File: src/rtl/paddle_encoder.sv
// -----------------------------------------------------------------------------
// paddle_encoder
//
// Turns the raw quadrature pins of one player's rotary encoder into a paddle
// row for the pong core. Each pin is synchronised (2 flops) and debounced
// (a change is accepted only after 2^DEBOUNCEWIDTH consecutive differing
// cycles). The filtered A/B pair is then decoded into quarter steps. Four
// quarter steps in one direction make a detent, which emits a one-cycle step
// pulse and moves the saturating paddle position.
//
// Ports:
//   clk32mhz  in   system clock
//   reset_n   in   synchronous reset, active low
//   enc_a     in   raw encoder channel A (asynchronous pad)
//   enc_b     in   raw encoder channel B (asynchronous pad)
//   center    in   load PADDLE_INIT; wins over steps and hold
//   hold      in   freeze position; decoding and pulses continue
//   position  out  paddle row, 0..PADDLE_MAX
//   step_up   out  one-cycle pulse per completed CW detent
//   step_down out  one-cycle pulse per completed CCW detent
//   err       out  one-cycle pulse when A and B are accepted together
// -----------------------------------------------------------------------------
module paddle_encoder #(
    parameter int DEBOUNCEWIDTH = 10,
    parameter int POSWIDTH      = 4,
    parameter int PADDLE_MAX    = 13,
    parameter int PADDLE_INIT   = 6
) (
    input  logic                clk32mhz,
    input  logic                reset_n,
    input  logic                enc_a,
    input  logic                enc_b,
    input  logic                center,
    input  logic                hold,
    output logic [POSWIDTH-1:0] position,
    output logic                step_up,
    output logic                step_down,
    output logic                err
);

    localparam logic [POSWIDTH-1:0] POS_MAX   = POSWIDTH'(PADDLE_MAX);
    localparam logic [POSWIDTH-1:0] POS_INIT  = POSWIDTH'(PADDLE_INIT);
    localparam logic [POSWIDTH-1:0] POS_ONE   = POSWIDTH'(1);
    localparam logic [1:0]          WARM_DONE = 2'd3;

    // Pin vectors: bit 1 = channel A, bit 0 = channel B.
    logic [1:0]               meta_q, sync_q;
    logic [1:0]               filt_q, filt_d;
    logic [1:0]               filt_prev_q, filt_prev_d;
    logic [DEBOUNCEWIDTH-1:0] cnt_q [2];
    logic [DEBOUNCEWIDTH-1:0] cnt_d [2];
    logic [1:0]               warm_q, warm_d;
    logic                     warm_active;
    logic signed [2:0]        quarter_q, quarter_d;
    logic [1:0]               delta;
    logic                     step_up_q, step_up_d;
    logic                     step_down_q, step_down_d;
    logic                     err_q, err_d;
    logic [POSWIDTH-1:0]      position_q, position_d;

    // Position of a code along the CW cycle 00->01->11->10 (a Gray-to-binary
    // conversion), so one CW quarter step is always +1 modulo 4.
    function automatic logic [1:0] cw_phase(input logic [1:0] code);
        return {code[1], code[1] ^ code[0]};
    endfunction

    // Warm-up and debounce. During the first three edges after reset the
    // filter simply follows the synchroniser, so the idle level of the pins
    // (usually 11) is adopted silently instead of being decoded as motion.
    always_comb begin
        // NOTE: every signal driven here gets a default first, so no path
        // leaves it unassigned and no latch is inferred.
        warm_active = (warm_q != WARM_DONE);
        warm_d      = warm_active ? warm_q + 2'd1 : warm_q;
        filt_d      = filt_q;
        filt_prev_d = filt_q;
        cnt_d       = cnt_q;
        if (warm_active) begin
            filt_d      = sync_q;
            filt_prev_d = sync_q;
            cnt_d[0]    = '0;
            cnt_d[1]    = '0;
        end else begin
            for (int i = 0; i < 2; i++) begin
                if (sync_q[i] != filt_q[i]) begin
                    if (cnt_q[i] == '1) begin
                        filt_d[i] = sync_q[i];
                        cnt_d[i]  = '0;
                    end else begin
                        cnt_d[i] = cnt_q[i] + DEBOUNCEWIDTH'(1);
                    end
                end else begin
                    // One cycle of agreement throws away a partial count.
                    cnt_d[i] = '0;
                end
            end
        end
    end

    // Quadrature decode of the filtered pair against its previous value.
    // delta = 1 is a CW quarter, 3 a CCW quarter, 2 means both pins moved.
    always_comb begin
        delta       = cw_phase(filt_q) - cw_phase(filt_prev_q);
        quarter_d   = quarter_q;
        step_up_d   = 1'b0;
        step_down_d = 1'b0;
        err_d       = 1'b0;
        if (!warm_active) begin
            unique case (delta)
                2'd1: begin
                    if (quarter_q == 3'sd3) begin
                        quarter_d = 3'sd0;
                        step_up_d = 1'b1;
                    end else begin
                        quarter_d = quarter_q + 3'sd1;
                    end
                end
                2'd3: begin
                    if (quarter_q == -3'sd3) begin
                        quarter_d   = 3'sd0;
                        step_down_d = 1'b1;
                    end else begin
                        quarter_d = quarter_q - 3'sd1;
                    end
                end
                2'd2: begin
                    quarter_d = 3'sd0;
                    err_d     = 1'b1;
                end
                default: ;
            endcase
        end
    end

    // Paddle position moves on the same edge the step pulse is registered.
    always_comb begin
        position_d = position_q;
        if (center) begin
            position_d = POS_INIT;
        end else if (!hold) begin
            if (step_up_d && (position_q < POS_MAX)) begin
                position_d = position_q + POS_ONE;
            end else if (step_down_d && (position_q != '0)) begin
                position_d = position_q - POS_ONE;
            end
        end
    end

    always_ff @(posedge clk32mhz) begin
        if (!reset_n) begin
            meta_q      <= '0;
            sync_q      <= '0;
            filt_q      <= '0;
            filt_prev_q <= '0;
            // NOTE: cnt_q is only two flop registers, not a RAM, so it is
            // reset like any other state.
            cnt_q[0]    <= '0;
            cnt_q[1]    <= '0;
            warm_q      <= '0;
            quarter_q   <= 3'sd0;
            step_up_q   <= 1'b0;
            step_down_q <= 1'b0;
            err_q       <= 1'b0;
            position_q  <= POS_INIT;
        end else begin
            // NOTE: non-blocking assignments make every flop sample the
            // pre-edge value, which is what the synchroniser chain relies on.
            meta_q      <= {enc_a, enc_b};
            sync_q      <= meta_q;
            filt_q      <= filt_d;
            filt_prev_q <= filt_prev_d;
            cnt_q       <= cnt_d;
            warm_q      <= warm_d;
            quarter_q   <= quarter_d;
            step_up_q   <= step_up_d;
            step_down_q <= step_down_d;
            err_q       <= err_d;
            position_q  <= position_d;
        end
    end

    assign position  = position_q;
    assign step_up   = step_up_q;
    assign step_down = step_down_q;
    assign err       = err_q;

endmodule

File: config.mk
export PLATFORM = sky130hd
export DESIGN_NAME = paddle_encoder
export DESIGN_NICKNAME = d
export VERILOG_FILES = /design/src/rtl/paddle_encoder.sv
export SDC_FILE = /design/constraint.sdc
export NUM_CORES = 1
export LEC_CHECK = 0
export ABC_AREA = 0
export CAP_MARGIN = 20
export CORE_AREA = 2 2 81 83
export DETAILED_ROUTE_END_ITERATION = 7
export DIE_AREA = 0 0 83 85
export SETUP_SLACK_MARGIN = 0.3
export SYNTH_ARGS = -nofsm -noshare
export SYNTH_HDL_FRONTEND = slang
export SYNTH_SLANG_ARGS = --single-unit
File: constraint.sdc
create_clock -name clk32mhz -period 5.8 [get_ports clk32mhz]
set_input_delay 1.74 -clock clk32mhz [delete_from_list [all_inputs] [get_ports clk32mhz]]
set_output_delay 1.74 -clock clk32mhz [all_outputs]
set_load 0.005 [all_outputs]
==> results.sh, run 1 <==
export IMPL_syn_num_nets=207
export IMPL_path_cells="clkdlybuf4s50_1, nand2_1, or4_1, o21ai_1"
export IMPL_drtAntennaViolNets=0
export IMPL_worstSetupPathType="input pin to flop"
export IMPL_crit_fanout=20
export IMPL_drc_errors=0
export IMPL_status="complete, no violations"
export IMPL_dieHeight_um=85
export IMPL_grt_pass1_wl_mm=5.22
export IMPL_cts_buffers=5
export IMPL_synth_warnings=0
export IMPL_critPathRequiredTime_ns=6.02
export IMPL_fmax_ghz=0.321
export IMPL_antenna_cells=0
export IMPL_routed_wirelength_mm=2.86
export IMPL_min_path_type="flop to flop"
export IMPL_vias=1267
export IMPL_gp_congestion=0.721
export IMPL_worst_setup_path_start_kind="input pin"
export IMPL_antenna_found_initial=0
export IMPL_synth_area_leaders="dfxtp_1, xor2_1, ha_1"
export IMPL_synthCells=191
export IMPL_final_setup_viol_count=0
export IMPL_clock_sinks=40
export IMPL_yosysTopAreaCell="dfxtp_1"
export IMPL_powerDensity_nw_per_um2=232
export IMPL_rsz0062_at_grt="false"
export IMPL_ys_seq_elements=40
export IMPL_ys_seq_area_share_pct=44.1
export IMPL_avgSynthCellArea_um2=9.51
export IMPL_coreArea_um2=6200
export IMPL_wire_per_inst_um=10.1
export IMPL_cp_end_kind="flop"
export IMPL_area_growth_pct=15.4
export IMPL_post_cts_buffers=0
export IMPL_leakage_nw=0.798
export IMPL_ys_types=37
export IMPL_dr_pass1_iters=4
export IMPL_cap_viol_max_count=0
export IMPL_die_w_um=83
export IMPL_portBuffers=12
export IMPL_synth_common_cells="dfxtp_1, nor2_1, xor2_1, nand2_1, nand3_1"
export IMPL_synthAdderAreaFrac_pct=7.31
export IMPL_cts_tree="built"
export IMPL_num_rows=29
export IMPL_fin_hold_ws_ns=0.439
export IMPL_grt_ovfl_total=0
export IMPL_cpMaxStageDelayCell="clkdlybuf4s50_1"
export IMPL_synthMuxAreaShare_pct=3.38
export IMPL_reg2reg_depth=11
export IMPL_hold_buffers=0
export IMPL_post_route_min_period_ns=3.12
export IMPL_synth_top_family_by_area="simple AND/OR/NAND/NOR gates"
export IMPL_root_buffer="clkbuf_8"
export IMPL_dieArea_um2=7060
export IMPL_fin_worst_skew_ns=0.00737
export IMPL_finalHoldViolations=0
export IMPL_grt_usage_pct=8.89
export IMPL_synth_xor_area_share_pct=13.0
export IMPL_grt_pass1_vias=1244
export IMPL_yosysTopAreaCellShare_pct=44.1
export IMPL_grt_max_degree=21
export IMPL_synth_edf_count=0
export IMPL_synth_compound_area_share_pct=5.65
export IMPL_avgViaCountPerCell=4.48
export IMPL_yosysMostFrequentCell="dfxtp_1"
export IMPL_boundaryPins=13
export IMPL_cpPeakStageDelay_ns=0.86
export IMPL_cts_buffer_depth=2
export IMPL_htreeDepth=2
export IMPL_finalMaxSlewViolations=0
export IMPL_synth_simple_area_share_pct=24.7
export IMPL_start_util_pct=29.3
export IMPL_timing_final_crit_share_pct=53.7
export IMPL_worst_slew_pin_slew_ns=0.616
export IMPL_async_flop_share_pct=0
export IMPL_clk_pin_slew_worst_paths_ns=0.07
export IMPL_setup_tns_ns=0
export IMPL_drive_above_1_share_pct=6.80
export IMPL_drt_initial_drc_count=51
export IMPL_finish_net_count=222
export IMPL_hpwl_mm=2.06
export IMPL_synth_area_um2=1820
export IMPL_cts_resized=0
export IMPL_synth_main_ff_cell="dfxtp_1"
export IMPL_max_slew_margin_pct=58.8
export IMPL_cp_arrival_ns=3.34
export IMPL_clock_latency_ns=0.28
export IMPL_peakVddDrop_v=0.000114
export IMPL_holdPathStages=1
path summary, 6_finish.rpt:
kind | from | endpoint | slack (ns)
worst min register to register | meta_q[1] | sync_q[1] | 0.44
worst max-delay path | reset_n | quarter_q[0] | 2.68
worst max register to register | filt_q[1] | position[3] | 2.96
worst min-delay path | meta_q[1] | sync_q[1] | 0.44
routing by layer:
| layer | track usage [%] | wire [µm] |
|---|---|---|
| met1 | 11.1 | 1470 |
| met2 | 14.4 | 1290 |
| met3 | 2.63 | 90 |
| met4 | 3.58 | 19 |
| met5 | 0 | 0 |
final cells by class:
cell class | count | area, µm²
clock buffer | 6 | 72.6
clock inverter | 1 | 5.00
fill | 638 | 4110
inverter | 5 | 18.8
multi-input combinational | 142 | 981
sequential | 40 | 801
tap | 77 | 96.3
timing repair buffer | 12 | 120
kinds of logic after synthesis:
logic type,count (synthesis)
AND/OR/NAND/NOR,85
flip-flops,40
XOR/XNOR,25
AO/OA/AOI/OAI,16
adder cells (fa/ha/maj),10
buffers and inverters,9
multiplexers,6
power by group:
part           internal [mW]  total, mW  switching, mW
Combinational         0.0170     0.0343         0.0172
Clock                 0.0817      0.167         0.0851
Sequential             0.281      0.285        0.00425
through the flow:
step / instances / util, % / area [µm²] / setup slack [ns] / power (mW)
after floorplan: 191 / - / 1820 / 3.13 / 0.317
after global placement: 276 / 32.5 / 2020 / 2.43 / 0.325
after detailed placement: 276 / 32.5 / 2020 / 2.38 / 0.326
after CTS: 283 / 33.8 / 2090 / 2.69 / 0.497
after global routing: 283 / 33.8 / 2090 / 2.55 / 0.514
final: 283 / 33.8 / 2090 / 2.68 / 0.486
placed cells by master, fill, tap and decap left out, types with 5 or more instances in the layout:
master,Yosys,routed
a21oi_1,5,5
and2_1,6,6
and3_1,6,6
clkbuf_8,0,5
clkdlybuf4s50_1,0,12
dfxtp_1,40,40
ha_1,9,9
inv_1,5,5
mux2i_1,5,5
nand2_1,14,14
nand3_1,10,10
nor2_1,23,23
nor2b_1,7,7
xnor2_1,7,7
xor2_1,17,17
state kept, by name (all words and copies together), names as in the netlist:
name         flops
meta_q           2
quarter_q        3
position         4
sync_q           2
warm_q           2
cnt_q           20
err              1
step_down        1
filt_prev_q      2
filt_q           2
step_up          1
worst max-delay path, delay by kind of cell:
family,cells,cell delay [ns]
buffers and inverters,1,0.86
and+or+nand+nor,2,0.61
AOI/OAI and AO/OA,1,0.11
No activity file was read; power rests on OpenSTA's default activity.
==> run 2, diff against run 1 <==
clock period = 2.6 ns   (was 5.8 ns; I/O delays follow)
==> run 2 against run 1 <==
Routed wire length increased by 8.6%. Global-route usage increased by 1.2 points. Clock power increased to 3.1 times the previous value. Combinational power increased to 2.6 times the previous value. Setup slack got worse by 2.4 ns. Sequential share of layout area decreased by 2.7 points. Utilization increased by 2.9 points. Sequential power increased by 120%. Cell area increased by 8.5%. Non-clock buffer count increased by 12. Flip-flop and latch count unchanged.
==> results.sh, run 2 (synthesis gave the netlist of run 1 again) <==
export IMPL_root_buffer="clkbuf_8"
export IMPL_hpwl_mm=2.22
export IMPL_wire_per_inst_um=10.5
export IMPL_cellInternalPower_uw=962
export IMPL_portBuffers=12
export IMPL_rsz0062_at_grt="true"
export IMPL_wl_met2_mm=1.37
export IMPL_top_register="cnt_q"
export IMPL_die_w_um=83
export IMPL_leakage_nw=0.877
export IMPL_fillCellCount=637
export IMPL_avgViaCountPerCell=4.45
export IMPL_clk_pin_slew_worst_paths_ns=0.09
export IMPL_power_total_mw=1.25
export IMPL_cap_viol_max_count=0
export IMPL_dieArea_um2=7060
export IMPL_switchingPower_uw=287
export IMPL_dpl_cell_area_um2=2100
export IMPL_finalMaxSlewViolations=0
export IMPL_routed_wirelength_mm=3.11
export IMPL_worstSetupPathType="flop to flop"
export IMPL_final_setup_viol_count=0
export IMPL_drive_above_1_share_pct=17.4
export IMPL_final_area_um2=2270
export IMPL_cts_buffer_depth=2
export IMPL_critPathRequiredTime_ns=2.84
export IMPL_drt_initial_drc_count=38
export IMPL_setup_ws_ns=0.238
export IMPL_holdPathStages=1
export IMPL_drtAntennaViolNets=0
export IMPL_dieHeight_um=85
export IMPL_htreeDepth=2
export IMPL_min_path_type="flop to flop"
export IMPL_route_met3_wl_um=127
export IMPL_drt_met1_wl_mm=1.54
export IMPL_max_slew_margin_pct=74.6
export IMPL_fmax_ghz=0.423
export IMPL_setup_tns_ns=0
export IMPL_area_growth_pct=25.2
export IMPL_clock_latency_ns=0.30
export IMPL_cts_buffers=5
export IMPL_grt_usage_pct=10.1
export IMPL_multi_input_area_um2=1020
export IMPL_dr_pass1_iters=4
export IMPL_crit_fanout=3
export IMPL_boundaryPins=13
export IMPL_dp_slack_ns=0.128
export IMPL_drc_errors=0
export IMPL_antenna_cells=0
export IMPL_layout_common_cells="dfxtp_1, nor2_1, xor2_1, nand2_1"
export IMPL_clock_sinks=40
export IMPL_pwr_share_seq_pct=50.8
export IMPL_power_frac_clock_pct=42.0
export IMPL_fin_hold_ws_ns=0.442
export IMPL_fin_worst_skew_ns=0.0127
export IMPL_peakVddDrop_v=0.000201
export IMPL_antenna_found_initial=0
export IMPL_pwr_share_comb_pct=7.3
export IMPL_worst_setup_path_start_kind="flop"
export IMPL_grt_max_degree=15
export IMPL_cts_tree="built"
export IMPL_worst_slew_pin_slew_ns=0.379
export IMPL_cp_end_kind="flop"
export IMPL_finalHoldViolations=0
export IMPL_top_layer="met4"
export IMPL_seq_area_um2=808
export IMPL_cp_arrival_ns=2.61
export IMPL_swShare_pct=23.0
export IMPL_start_util_pct=29.3
export IMPL_num_rows=29
export IMPL_grt_pass1_wl_mm=5.74
export IMPL_finish_net_count=234
export IMPL_status="complete, no violations"
export IMPL_final_common_cell="dfxtp_1"
export IMPL_grt_ovfl_total=0
export IMPL_gp_congestion=0.728
export IMPL_timing_final_crit_share_pct=90.8
export IMPL_coreArea_um2=6200
export IMPL_post_route_min_period_ns=2.36
export IMPL_grt_pass1_vias=1308
export IMPL_reg2reg_depth=11
export IMPL_vias=1316
export IMPL_powerDensity_nw_per_um2=550
export IMPL_largest_reg_flops=20
-- run 2: stage by stage --
stage / utilization, % / instances
3_3_place_gp: 33.9 / 283
5_1_grt: 36.6 / 296
6_report: 36.6 / 296
4_1_cts: 36.6 / 296
2_1_floorplan: - / 191
3_5_place_dp: 33.9 / 283
-- run 2: worst max-delay path, stage by stage, from the launching register on --
cell and delay (ns):
dfxtp_2 0.34, xnor2_2 0.15, ha_2 0.18, xor3_2 0.29, nor3_4 0.15, nand2_2 0.11
ha_4 0.22, a21o_1 0.16, a21oi_2 0.17, mux2_4 0.32, a21oi_2 0.11, nand2b_1 0.10
-- run 2: power groups by stage --
stage | clock (mW) | sequential (mW) | combinational [mW]
2_1_floorplan | 0 | 0.648 | 0.0607
3_3_place_gp | 0 | 0.649 | 0.0876
6_report | 0.524 | 0.634 | 0.0907
4_1_cts | 0.547 | 0.634 | 0.0920
5_1_grt | 0.579 | 0.637 | 0.105
3_5_place_dp | 0 | 0.650 | 0.0878
-- run 2: area by class of cell --
cell class                      instances  share of cell area (%)
Clock inverter                          3                    2.04
Tap cell                               77                    4.24
Inverter                                5                   0.826
Multi-Input combinational cell        142                    45.0
Sequential cell                        40                    35.6
Clock buffer                            5                    3.03
Timing Repair Buffer                   24                    9.25
-- run 2: per-layer routing --
layer	track usage (%)	up-vias
li1	-	698
met1	12.4	595
met2	15.6	19
met3	3.21	4
met4	5.81	0
met5	0	-
-- run 2: final timing paths --
path	slack, ns	endpoint	start
min	0.44	sync_q[0]	meta_q[0]
max reg2reg	0.24	position[3]	filt_q[0]
min reg2reg	0.44	sync_q[0]	meta_q[0]
max	0.24	position[3]	filt_q[0]
-- run 2: timing repair --
| item | in CTS | in global routing |
|---|---|---|
| resized for setup | 3 | 1 |
| buffers inserted | 5 | 0 |
| endpoints found under the setup margin | 1 | 3 |
| hold buffers | 0 | 0 |
| gates cloned | 0 | 0 |
| pin swaps | 7 | 1 |
==> run 3, diff against run 2 <==
PLACE_DENSITY = 0.46   (was unset)
clock period = 2.2 ns   (was 2.6 ns; I/O delays follow)
==> run 3 against run 2 <==
The flow now finishes with violations (negative setup slack). Register-to-register slack got worse by 0.40 ns. Die area stayed put. Flip-flop and latch count is the same. Final cell count rose by 3.4%. First-iteration DRC count is the same. Clock skew shrank 0.0068 ns. Power up 17%. Sequential power up 18%. Utilization is 1.6 points higher. Critical path depth is the same. Global-route usage is 0.19 points higher. Maximum frequency is essentially flat. Critical endpoint unchanged. Highest routed layer unchanged.
==> results.sh, run 3 (synthesis gave the netlist of run 1 again) <==
export IMPL_stdcell_count=306
export IMPL_root_buffer="clkbuf_8"
export IMPL_avgViaCountPerCell=4.37
export IMPL_routed_wirelength_mm=3.26
export IMPL_timing_rr_start="filt_prev_q[1]"
export IMPL_status="finished with violations"
export IMPL_rrSetupSlack_ns=-0.16
export IMPL_leakage_nw=0.934
export IMPL_hold_end="sync_q[0]"
export IMPL_post_route_min_period_ns=2.36
export IMPL_clk_pin_slew_worst_paths_ns=0.08
export IMPL_hold_buffers=0
export IMPL_start_util_pct=29.3
export IMPL_cap_viol_max_count=0
export IMPL_vias=1337
export IMPL_worst_slew_pin_slew_ns=0.337
export IMPL_fin_util_pct=38.2
export IMPL_gp_congestion=0.733
export IMPL_rsz0062_at_grt="true"
export IMPL_dieHeight_um=85
export IMPL_grt_pass1_vias=1306
export IMPL_rr_endpoint="position[3]"
export IMPL_num_rows=29
export IMPL_boundaryPins=13
export IMPL_portBuffers=12
export IMPL_drc_errors=0
export IMPL_cts_buffer_depth=2
export IMPL_critPathRequiredTime_ns=2.44
export IMPL_htreeDepth=2
export IMPL_peakVddDrop_v=0.000305
export IMPL_drive_above_1_share_pct=23.1
export IMPL_wire_per_inst_um=10.6
export IMPL_finalMaxSlewViolations=0
export IMPL_coreArea_um2=6200
export IMPL_area_growth_pct=30.5
export IMPL_grt_usage_pct=10.3
export IMPL_worstSetupPathType="flop to flop"
export IMPL_setup_ws_ns=-0.160
export IMPL_layout_common_cells="dfxtp_1, nor2_1, buf_4, xor2_1, nand2_1"
export IMPL_antenna_found_initial=0
export IMPL_drtAntennaViolNets=0
export IMPL_cp_end_kind="flop"
export IMPL_violations="negative setup slack"
export IMPL_worst_setup_path_start_kind="flop"
export IMPL_crit_fanout=3
export IMPL_dr_pass1_iters=4
export IMPL_grt_ovfl_total=0
export IMPL_fmax_ghz=0.424
export IMPL_cts_buffers=5
export IMPL_clock_latency_ns=0.29
export IMPL_dp_cells=293
export IMPL_final_setup_viol_count=2
export IMPL_cts_tree="built"
export IMPL_clock_sinks=40
export IMPL_min_path_type="flop to flop"
export IMPL_dieArea_um2=7060
export IMPL_reg2reg_depth=11
export IMPL_cp_arrival_ns=2.60
export IMPL_finalHoldViolations=0
export IMPL_grt_max_degree=14
export IMPL_top_register="cnt_q"
export IMPL_timing_final_crit_share_pct=107
export IMPL_fin_hold_ws_ns=0.435
export IMPL_holdPathStages=1
export IMPL_grt_pass1_wl_mm=5.83
export IMPL_die_w_um=83
export IMPL_hpwl_mm=2.33
export IMPL_max_slew_margin_pct=77.5
export IMPL_largest_reg_flops=20
export IMPL_antenna_cells=0
export IMPL_min_delay_start="meta_q[0]"
export IMPL_drt_initial_drc_count=38
export IMPL_fin_worst_skew_ns=0.00586
export IMPL_final_common_cell="dfxtp_1"
export IMPL_finish_net_count=244
export IMPL_powerDensity_nw_per_um2=617
==> run 3: changes by cell type in the layout (fill, tap and decap cells not counted), sizes merged <==
cell / before / now
buf: 12 / 22
clkdlybuf4s50: 12 / 10
clkbuf: 5 / 6
dlygate4sd2: 0 / 2
clkinvlp: 1 / 0
clkinv: 0 / 1
inv: 6 / 5
==> run 3: worst max-delay path, cell delays in order, from the launching register on <==
cell      delay (ns)
dfxtp_2         0.34
xor2_1          0.15
ha_2            0.20
xor3_2          0.29
nor3_4          0.16
nand2_2         0.11
ha_4            0.25
a21o_1          0.15
a21oi_2         0.14
mux2_4          0.32
a21oi_2         0.11
nand2b_1        0.10
==> run 3: repair_timing <==
action,4_1_cts,5_1_grt
hold endpoints to repair,0,0
buffers inserted,4,1
endpoints found under the setup margin,8,7
pin swaps,1,2
gates resized for setup,13,5
==> run 3: final cells by class <==
type                       count  area, µm²
fill                         625       3830
inverter                       5       18.8
timing repair buffer          34        298
sequential                    40        810
clock buffer                   6       72.6
multi-input combinational    142       1040
clock inverter                 2       35.0
tap                           77       96.3
==> run 3: power by group <==
part           switching (mW)  total (mW)  internal, mW
registers             0.00950       0.749         0.740
logic                  0.0572       0.125        0.0681
clock network           0.252       0.589         0.337
==> run 3: metrics by stage <==
step / cell area, µm² / total power, mW / worst slack (ns) / setup TNS [ns]
final: 2370 / 1.46 / -0.160 / -0.246
after floorplan: 1850 / 0.837 / -0.273 / -0.301
after global routing: 2370 / 1.54 / -0.313 / -0.762
after CTS: 2350 / 1.49 / -0.176 / -0.319
after detailed placement: 2180 / 0.880 / -0.244 / -0.399
after global placement: 2180 / 0.879 / -0.210 / -0.305
==> run 3: worst max path at each step <==
stage / start / end / slack [ns] / cells after the start
after floorplan: filt_prev_q[1] / position[3] / -0.27 / 11
after global placement: filt_prev_q[0] / position[3] / -0.21 / 11
after detailed placement: filt_prev_q[0] / position[3] / -0.24 / 11
after CTS: filt_prev_q[1] / position[3] / -0.18 / 11
after global routing: filt_prev_q[0] / position[3] / -0.31 / 11
final: filt_prev_q[1] / position[3] / -0.16 / 11
==> run 3: layer usage <==
metal / vias to the layer above / track usage [%] / wire, µm
met5: - / 0 / 0
met4: 0 / 4.92 / 41
met3: 2 / 3.02 / 96
met2: 19 / 15.5 / 1420
met1: 598 / 13.6 / 1690
li1: 718 / - / -
